==> config.mk <==
export PLATFORM = sky130hd
export DESIGN_NAME = uart_tx_fifo
export DESIGN_NICKNAME = d
export VERILOG_FILES = /design/src/rtl/uart_tx_fifo.sv
export SDC_FILE = /design/constraint.sdc
export NUM_CORES = 1
export LEC_CHECK = 0
export BUFFER_PORTS_ARGS = -buffer_cell sky130_fd_sc_hd__buf_4
export CAP_MARGIN = 15
export CORE_ASPECT_RATIO = 0.8
export CORE_MARGIN = 2
export CORE_UTILIZATION = 45
export DETAILED_ROUTE_END_ITERATION = 8
export GPL_ROUTABILITY_DRIVEN = 0
export HOLD_SLACK_MARGIN = 0.15
export PLACE_DENSITY = 0.72
export SYNTH_ARGS = -nofsm -noshare
export SYNTH_HDL_FRONTEND = slang
export SYNTH_SLANG_ARGS = --single-unit
==> constraint.sdc <==
create_clock -name clk_i -period 4.3 [get_ports clk_i]
set_input_delay 0.86 -clock clk_i [delete_from_list [all_inputs] [get_ports clk_i]]
set_output_delay 0.86 -clock clk_i [all_outputs]
set_load 0.02 [all_outputs]
==> src/rtl/uart_tx_fifo.sv <==
// uart_tx_fifo: UART transmitter with a transmit FIFO and an internal baud divider.
//
// Words enter through a valid/ready port and are queued in the FIFO. They are then sent
// LSB first as: start bit, 5..DATA_W data bits, an optional parity bit, and one or two
// stop bits. Word length, parity, stop bits and the baud divisor are captured when a word
// is popped, so changing them mid-frame only affects later frames. Frames go out
// back-to-back with no idle bit while the FIFO still holds data.
//
// Optional feature (define UART_TX_BREAK_EN): adds break_req_i. While break_req_i is high,
// the line is held low (break). A break starts from idle, or after the frame in progress
// has finished. When break_req_i drops, the line is held high for one bit time before the
// next start bit can begin.
//
// Ports:
//   clk_i             system clock, rising edge
//   rst_ni            synchronous active-low reset
//   baud_div_i        bit period = baud_div_i+1 clocks (0 behaves as 1)
//   cfg_length_i      data bits per frame, clamped to 5..DATA_W
//   cfg_parity_en_i   insert a parity bit
//   cfg_parity_type_i 1 = even parity, 0 = odd parity
//   cfg_stop2_i       two stop bits
//   break_req_i       break request (UART_TX_BREAK_EN only)
//   in_valid_i/in_data_i/in_ready_o  write port; in_ready_o = FIFO not full
//   tx_o              serial line (registered)
//   tx_busy_o         high from the start bit through the last stop bit
//   tx_done_o         pulse on the final clock of the last stop bit
//   tx_err_o          pulse after a write attempted while the FIFO was full
//   fifo_level_o      number of entries held
module uart_tx_fifo #(
  parameter int unsigned DATA_W     = 8,
  parameter int unsigned FIFO_DEPTH = 8,
  parameter int unsigned DIV_W      = 16,
  localparam int unsigned LvlW      = $clog2(FIFO_DEPTH + 1)
) (
  input  logic              clk_i,
  input  logic              rst_ni,
  input  logic [DIV_W-1:0]  baud_div_i,
  input  logic [3:0]        cfg_length_i,
  input  logic              cfg_parity_en_i,
  input  logic              cfg_parity_type_i,
  input  logic              cfg_stop2_i,
`ifdef UART_TX_BREAK_EN
  input  logic              break_req_i,
`endif
  input  logic              in_valid_i,
  input  logic [DATA_W-1:0] in_data_i,
  output logic              in_ready_o,
  output logic              tx_o,
  output logic              tx_busy_o,
  output logic              tx_done_o,
  output logic              tx_err_o,
  output logic [LvlW-1:0]   fifo_level_o
);

  localparam int unsigned PtrW = $clog2(FIFO_DEPTH);

  typedef enum logic [2:0] {
    StIdle, StStart, StData, StParity, StStop1, StStop2, StBreak, StGap
  } state_e;

  // ---------------------------------------------------------------------------
  // FIFO
  // ---------------------------------------------------------------------------
  logic [DATA_W-1:0] mem_q [FIFO_DEPTH];
  logic [PtrW-1:0]   wr_ptr_q, rd_ptr_q;
  logic [LvlW-1:0]   level_q;
  logic              tx_err_q;
  logic              full, empty, push, pop;
  logic [DATA_W-1:0] head;

  assign full       = (level_q == LvlW'(FIFO_DEPTH));
  assign empty      = (level_q == '0);
  assign push       = in_valid_i && !full;
  assign head       = mem_q[rd_ptr_q];
  assign in_ready_o = !full;

  always_ff @(posedge clk_i) begin
    if (push) mem_q[wr_ptr_q] <= in_data_i;
  end

  always_ff @(posedge clk_i) begin
    if (!rst_ni) begin
      wr_ptr_q <= '0;
      rd_ptr_q <= '0;
      level_q  <= '0;
      tx_err_q <= 1'b0;
    end else begin
      if (push) wr_ptr_q <= wr_ptr_q + PtrW'(1);
      if (pop)  rd_ptr_q <= rd_ptr_q + PtrW'(1);
      case ({push, pop})
        2'b10:   level_q <= level_q + LvlW'(1);
        2'b01:   level_q <= level_q - LvlW'(1);
        default: level_q <= level_q;
      endcase
      tx_err_q <= in_valid_i && full;
    end
  end

  // ---------------------------------------------------------------------------
  // Transmit FSM
  // ---------------------------------------------------------------------------
  state_e            state_q;
  logic [DIV_W-1:0]  cnt_q, div_q;
  logic [3:0]        len_q, bit_idx_q;
  logic              par_en_q, par_bit_q, stop2_q, tx_q;
  logic [DATA_W-1:0] shreg_q;

  logic [3:0]        len_eff;
  logic [DIV_W-1:0]  div_eff;
  logic [DATA_W-1:0] mask;
  logic              bit_end, frame_end, brk_req, brk_go;

`ifdef UART_TX_BREAK_EN
  assign brk_req = break_req_i;
`else
  assign brk_req = 1'b0;
`endif

  always_comb begin
    if (cfg_length_i < 4'd5)               len_eff = 4'd5;
    else if (cfg_length_i > 4'(DATA_W))    len_eff = 4'(DATA_W);
    else                                   len_eff = cfg_length_i;
  end

  assign div_eff = (baud_div_i == '0) ? DIV_W'(1) : baud_div_i;

  // Parity covers only the bits that will actually be sent.
  always_comb begin
    mask = '0;
    for (int unsigned i = 0; i < DATA_W; i++) mask[i] = (i < 32'(len_eff));
  end

  assign bit_end   = (cnt_q == '0);
  assign frame_end = bit_end &&
                     ((state_q == StStop1 && !stop2_q) || state_q == StStop2);
  // A new frame (or a break) may start from idle, or directly at the end of the last stop bit.
  assign brk_go    = brk_req && (state_q == StIdle || frame_end);
  assign pop       = !empty && !brk_req && (state_q == StIdle || frame_end);

  always_ff @(posedge clk_i) begin
    if (!rst_ni) begin
      state_q   <= StIdle;
      cnt_q     <= '0;
      div_q     <= '0;
      len_q     <= 4'd5;
      bit_idx_q <= '0;
      par_en_q  <= 1'b0;
      par_bit_q <= 1'b0;
      stop2_q   <= 1'b0;
      shreg_q   <= '0;
      tx_q      <= 1'b1;
    end else if (pop) begin
      state_q   <= StStart;
      cnt_q     <= div_eff;
      div_q     <= div_eff;
      len_q     <= len_eff;
      par_en_q  <= cfg_parity_en_i;
      par_bit_q <= cfg_parity_type_i ? ^(head & mask) : ~^(head & mask);
      stop2_q   <= cfg_stop2_i;
      shreg_q   <= head;
      tx_q      <= 1'b0;
    end else if (brk_go) begin
      state_q <= StBreak;
      tx_q    <= 1'b0;
    end else begin
      // Generic bit timer; individual states override the reload where needed.
      if (state_q != StIdle) cnt_q <= bit_end ? div_q : cnt_q - DIV_W'(1);
      case (state_q)
        StStart: begin
          if (bit_end) begin
            state_q   <= StData;
            tx_q      <= shreg_q[0];
            bit_idx_q <= '0;
          end
        end
        StData: begin
          if (bit_end) begin
            if (bit_idx_q == len_q - 4'd1) begin
              state_q <= par_en_q ? StParity : StStop1;
              tx_q    <= par_en_q ? par_bit_q : 1'b1;
            end else begin
              shreg_q   <= shreg_q >> 1;
              tx_q      <= shreg_q[1];
              bit_idx_q <= bit_idx_q + 4'd1;
            end
          end
        end
        StParity: begin
          if (bit_end) begin
            state_q <= StStop1;
            tx_q    <= 1'b1;
          end
        end
        StStop1: begin
          if (bit_end) state_q <= stop2_q ? StStop2 : StIdle;
        end
        StStop2: begin
          if (bit_end) state_q <= StIdle;
        end
`ifdef UART_TX_BREAK_EN
        StBreak: begin
          if (!brk_req) begin
            // Guarantee one full high bit before any following start bit.
            state_q <= StGap;
            cnt_q   <= div_eff;
            div_q   <= div_eff;
            tx_q    <= 1'b1;
          end
        end
        StGap: begin
          if (bit_end) state_q <= StIdle;
        end
`endif
        default: begin
          state_q <= StIdle;
          tx_q    <= 1'b1;
        end
      endcase
    end
  end

  assign tx_o         = tx_q;
  assign tx_busy_o    = (state_q != StIdle);
  assign tx_done_o    = frame_end;
  assign tx_err_o     = tx_err_q;
  assign fifo_level_o = level_q;

endmodule

==> impl_summary.txt <==
----------------------------------------------------
[Global route]
  Maximum number of pins on one net before global-route repair ... between 40 and 50
  Tot GR Track Use ... roughly a fifth
  Antenna violations before repair ... 0
  First-pass GRT wire length ... between 20000 and 25000 um
  Number of global-route vias before repair ... ~4300
  Final global-route overflow total ... 0

[Pwr]
  Maximum vdd drop ... 0.342 mV
  Power per Cell Area ... ~690 nW/um^2
  Leakage component of the power ... roughly 2.5 nW

[Synthesis]
  Unique masters post-synth ... 60
  Synthesis Warnings ... 0
  Average instance area after synthesis ... between 10 and 15 sq um
  Area of the mapped netlist ... around 6100 sq um
  Number of flops mapped to enable cells by yosys ... 64
  Sequential share of the synthesized area ... 53.9%
  Area share of the leading cell type in the synthesized netlist ... a little under a third
  Post-synthesis instance total ... roughly 550
  Cell types occupying the most area after synthesis ... sky130_fd_sc_hd__edfxtp_1, sky130_fd_sc_hd__dfxtp_1, sky130_fd_sc_hd__mux4_2
  Share of async-settable or async-resettable flops after synthesis ... 0%
  Synthesis-stage register bit count ... around 130
  Number of nets produced by synthesis ... approximately 600
  Commonest register cell after synthesis ... sky130_fd_sc_hd__dfxtp_1
  Leading area contributor after synthesis ... sky130_fd_sc_hd__edfxtp_1

[STA]
  Worst-margin pin slew ... a little over 1 ns
  Final worst path period share ... between 80 and 90%
  Fmax ... 0.266 GHz
  Crit path time final ... 3.76 ns
  Final-report hold violation count ... 0
  Post-layout worst setup margin ... 0.538 ns
  Final slew viol count ... 0
  Slew margin rel. ... 32.0%
  Final setup fails ... 0
  Layout Skew ... between 0.005 and 0.006 ns
  Setup tns final ... 0 ns
  RSZ-0062 raised after global routing ... false

[Worst setup path]
  Worst Setup Start Kind ... register
  Endpoint of the most critical setup path ... tx_done_o
  Maximum fanout encountered on the critical timing path ... 8
  Worst Path Required ... around 3.4 ns
  FF-to-FF End ... fifo_level_o[2]$_SDFFE_PN0P_
  Arrival time worst endpoint ... between 2 and 3 ns
  Worst setup path start ... cnt_q[10]$_SDFFE_PN0P_
  Critical Path Sink Type ... output pin
  R2r startpoint ... cnt_q[2]$_SDFFE_PN0P_
  Cell depth of the worst flop-to-flop path ... 11
  Flop2flop setup slack ... approximately 0.69 ns
  Critical setup path kind ... reg -> out

[Routing]
  Via count ... between 4000 and 5000
  Post-DR wirelength/cell ... approximately 18 um
  Post-route ant nets ... 0
  Detailed Route Iter0 Violations ... 500
  Number of remaining DRC errors ... 0
  WL final ... around 14000 um
  First-pass iteration count of the detailed router ... 7
  Post-DR vias/cell ... approximately 5.7

[CTS]
  Insertion delay of the later-clocked pin in the worst-skew pair ... 0.41 ns
  Clock buffers created by TritonCTS ... 17
  Maximum count of clock buffers along a single path ... 2
  Num Clock Sinks ... roughly 130
  Cts-stage hold buffer count ... 0
  TritonCTS clock tree ... yes
  CTS clk-pin slew, worst paths ... 0.06 ns
  H-tree depth ... 4
  Post-CTS setup buffer count ... 0
  Clk root buf ... sky130_fd_sc_hd__clkbuf_16
  Post-cts sizing count ... 0

[Layout]
  Total area of multi-input combinational cells ... roughly 2600 sq um
  Relative area change from synthesis to final layout ... 16.1%
  Total number of nets in the final design ... 630
  Number of fill cells ... between 1000 and 1500
  Combined flip-flop and latch cell area ... approximately 3300 sq um
  Ratio of cells with drive above 1 in the final layout ... between 10% and 20%
  Diodes inserted ... 0
  Most frequent cells in the layout ... sky130_fd_sc_hd__dfxtp_1, sky130_fd_sc_hd__edfxtp_1, sky130_fd_sc_hd__nand2_1
  Most frequent standard cell in the layout excluding fill and tap cells ... sky130_fd_sc_hd__dfxtp_1

[Die]
  Core box area ... around 13000 sq um
  Row count ... 38
  Chip height ... roughly 110 um
  Top-Level Pins ... between 40 and 50
  Initial cell density of the core ... a little under half
  Horizontal extent of the die ... 134 um
  Die area ... between 10000 and 15000 sq um

[Worst hold path]
  HP Class ... reg -> reg
  Hold_sp ... div_q[14]$_SDFFE_PN0P_

[Place]
  Count of input and output buffers ... 42
  Post-place setup slack ... 0.713 ns
  Total half-perimeter wirelength after legalization and detailed placement ... about 9300 um

[Status]
  Outcome ... complete, no violations

[Flow run]
  # Max-Cap Violations ... 0

----------------------------------------------------
[cells by family after synthesis]
group | after synthesis | synth area share, %
and+or+nand+nor | 169 | 13.6
DFF | 133 | 53.9
AOI/OAI and AO/OA | 128 | 13.4
buffers and inverters | 47 | 3.47
xor gates and xnor gates | 36 | 5.37
muxes | 30 | 8.66
adders and majority gates | 8 | 1.63
[area by class of cell]
cell class	count	area share [%]
Sequential cell	133	46.4
Multi-Input combinational cell	371	36.7
Clock buffer	20	6.28
Timing Repair Buffer	52	5.49
Tap cell	180	3.17
Clock inverter	12	1.21
Inverter	13	0.704
[sequential cells by signal, summed over array words and instances (netlist names), named ones only]
name / count
par_bit_q: 1
shreg_q: 8
fifo_level_o: 4
par_en_q: 1
stop2_q: 1
cnt_q: 16
wr_ptr_q: 3
state_q: 3
len_q: 4
bit_idx_q: 4
div_q: 16
tx_o: 1
rd_ptr_q: 3
tx_err_o: 1
mem_q: 64
[metrics by stage]
step / cells / hold WS, ns / util, % / total power, mW / instance area, sq um
after floorplan: 551 / 0.432 / - / 3.21 / 6130
after global placement: 749 / 0.442 / 49.1 / 3.55 / 6580
after detailed placement: 749 / 0.450 / 49.1 / 3.62 / 6580
after CTS: 781 / 0.457 / 53.1 / 4.91 / 7110
after global routing: 781 / 0.474 / 53.1 / 5.20 / 7110
final: 781 / 0.454 / 53.1 / 4.90 / 7110
[worst max-delay path: stages, from the launching register on]
cell and delay, ns:
sky130_fd_sc_hd__dfxtp_1 0.33, sky130_fd_sc_hd__or3_1 0.40, sky130_fd_sc_hd__or4_1 0.62, sky130_fd_sc_hd__or3_1 0.40, sky130_fd_sc_hd__a2111oi_0 0.48, sky130_fd_sc_hd__buf_4 0.25
[Yosys cell counts, types with 3 or more instances]
cell type	n
sky130_fd_sc_hd__clkbuf_1	19
sky130_fd_sc_hd__edfxtp_1	64
sky130_fd_sc_hd__dfxtp_1	69
sky130_fd_sc_hd__o21ai_0	21
sky130_fd_sc_hd__a31oi_1	18
sky130_fd_sc_hd__buf_2	10
sky130_fd_sc_hd__ha_1	8
sky130_fd_sc_hd__mux4_2	18
sky130_fd_sc_hd__nand2b_1	4
sky130_fd_sc_hd__o211ai_1	13
sky130_fd_sc_hd__o41ai_1	3
sky130_fd_sc_hd__mux2i_1	8
sky130_fd_sc_hd__mux2_2	4
sky130_fd_sc_hd__or4_1	5
sky130_fd_sc_hd__o31ai_1	3
sky130_fd_sc_hd__a22oi_1	5
sky130_fd_sc_hd__nand3_1	15
sky130_fd_sc_hd__nor2_1	27
sky130_fd_sc_hd__and3_1	4
sky130_fd_sc_hd__nand2_1	61
sky130_fd_sc_hd__nor4b_1	3
sky130_fd_sc_hd__o22ai_1	3
sky130_fd_sc_hd__nor3_1	19
sky130_fd_sc_hd__o21a_1	6
sky130_fd_sc_hd__xor2_1	20
sky130_fd_sc_hd__or3_1	9
sky130_fd_sc_hd__inv_1	11
sky130_fd_sc_hd__nor4_1	8
sky130_fd_sc_hd__a2111oi_0	3
sky130_fd_sc_hd__a21oi_1	40
sky130_fd_sc_hd__xnor2_1	15
[where the power goes]
group / internal, mW / switching [mW] / total (mW)
Sequential: 1.59 / 0.247 / 1.83
Clock: 0.749 / 0.524 / 1.27
Combinational: 0.755 / 1.04 / 1.79
[routing by layer]
layer / wire length [um] / up-vias / GRT usage (%)
li1: - / 2140 / -
met1: 6190 / 2187 / 27.7
met2: 6690 / 136 / 30.8
met3: 803 / 17 / 5.53
met4: 200 / 0 / 7.29
met5: 0 / - / 0
[how the worst min path moves through the flow]
stage	endpoint	slack [ns]	cells after the start
final	div_q[14]$_SDFFE_PN0P_	0.45	2
after global routing	div_q[2]$_SDFFE_PN0P_	0.47	2
after CTS	div_q[9]$_SDFFE_PN0P_	0.46	2
after detailed placement	div_q[9]$_SDFFE_PN0P_	0.45	2
after global placement	div_q[14]$_SDFFE_PN0P_	0.44	2
after floorplan	div_q[10]$_SDFFE_PN0P_	0.43	2
Power figures use the tool's default switching activity.
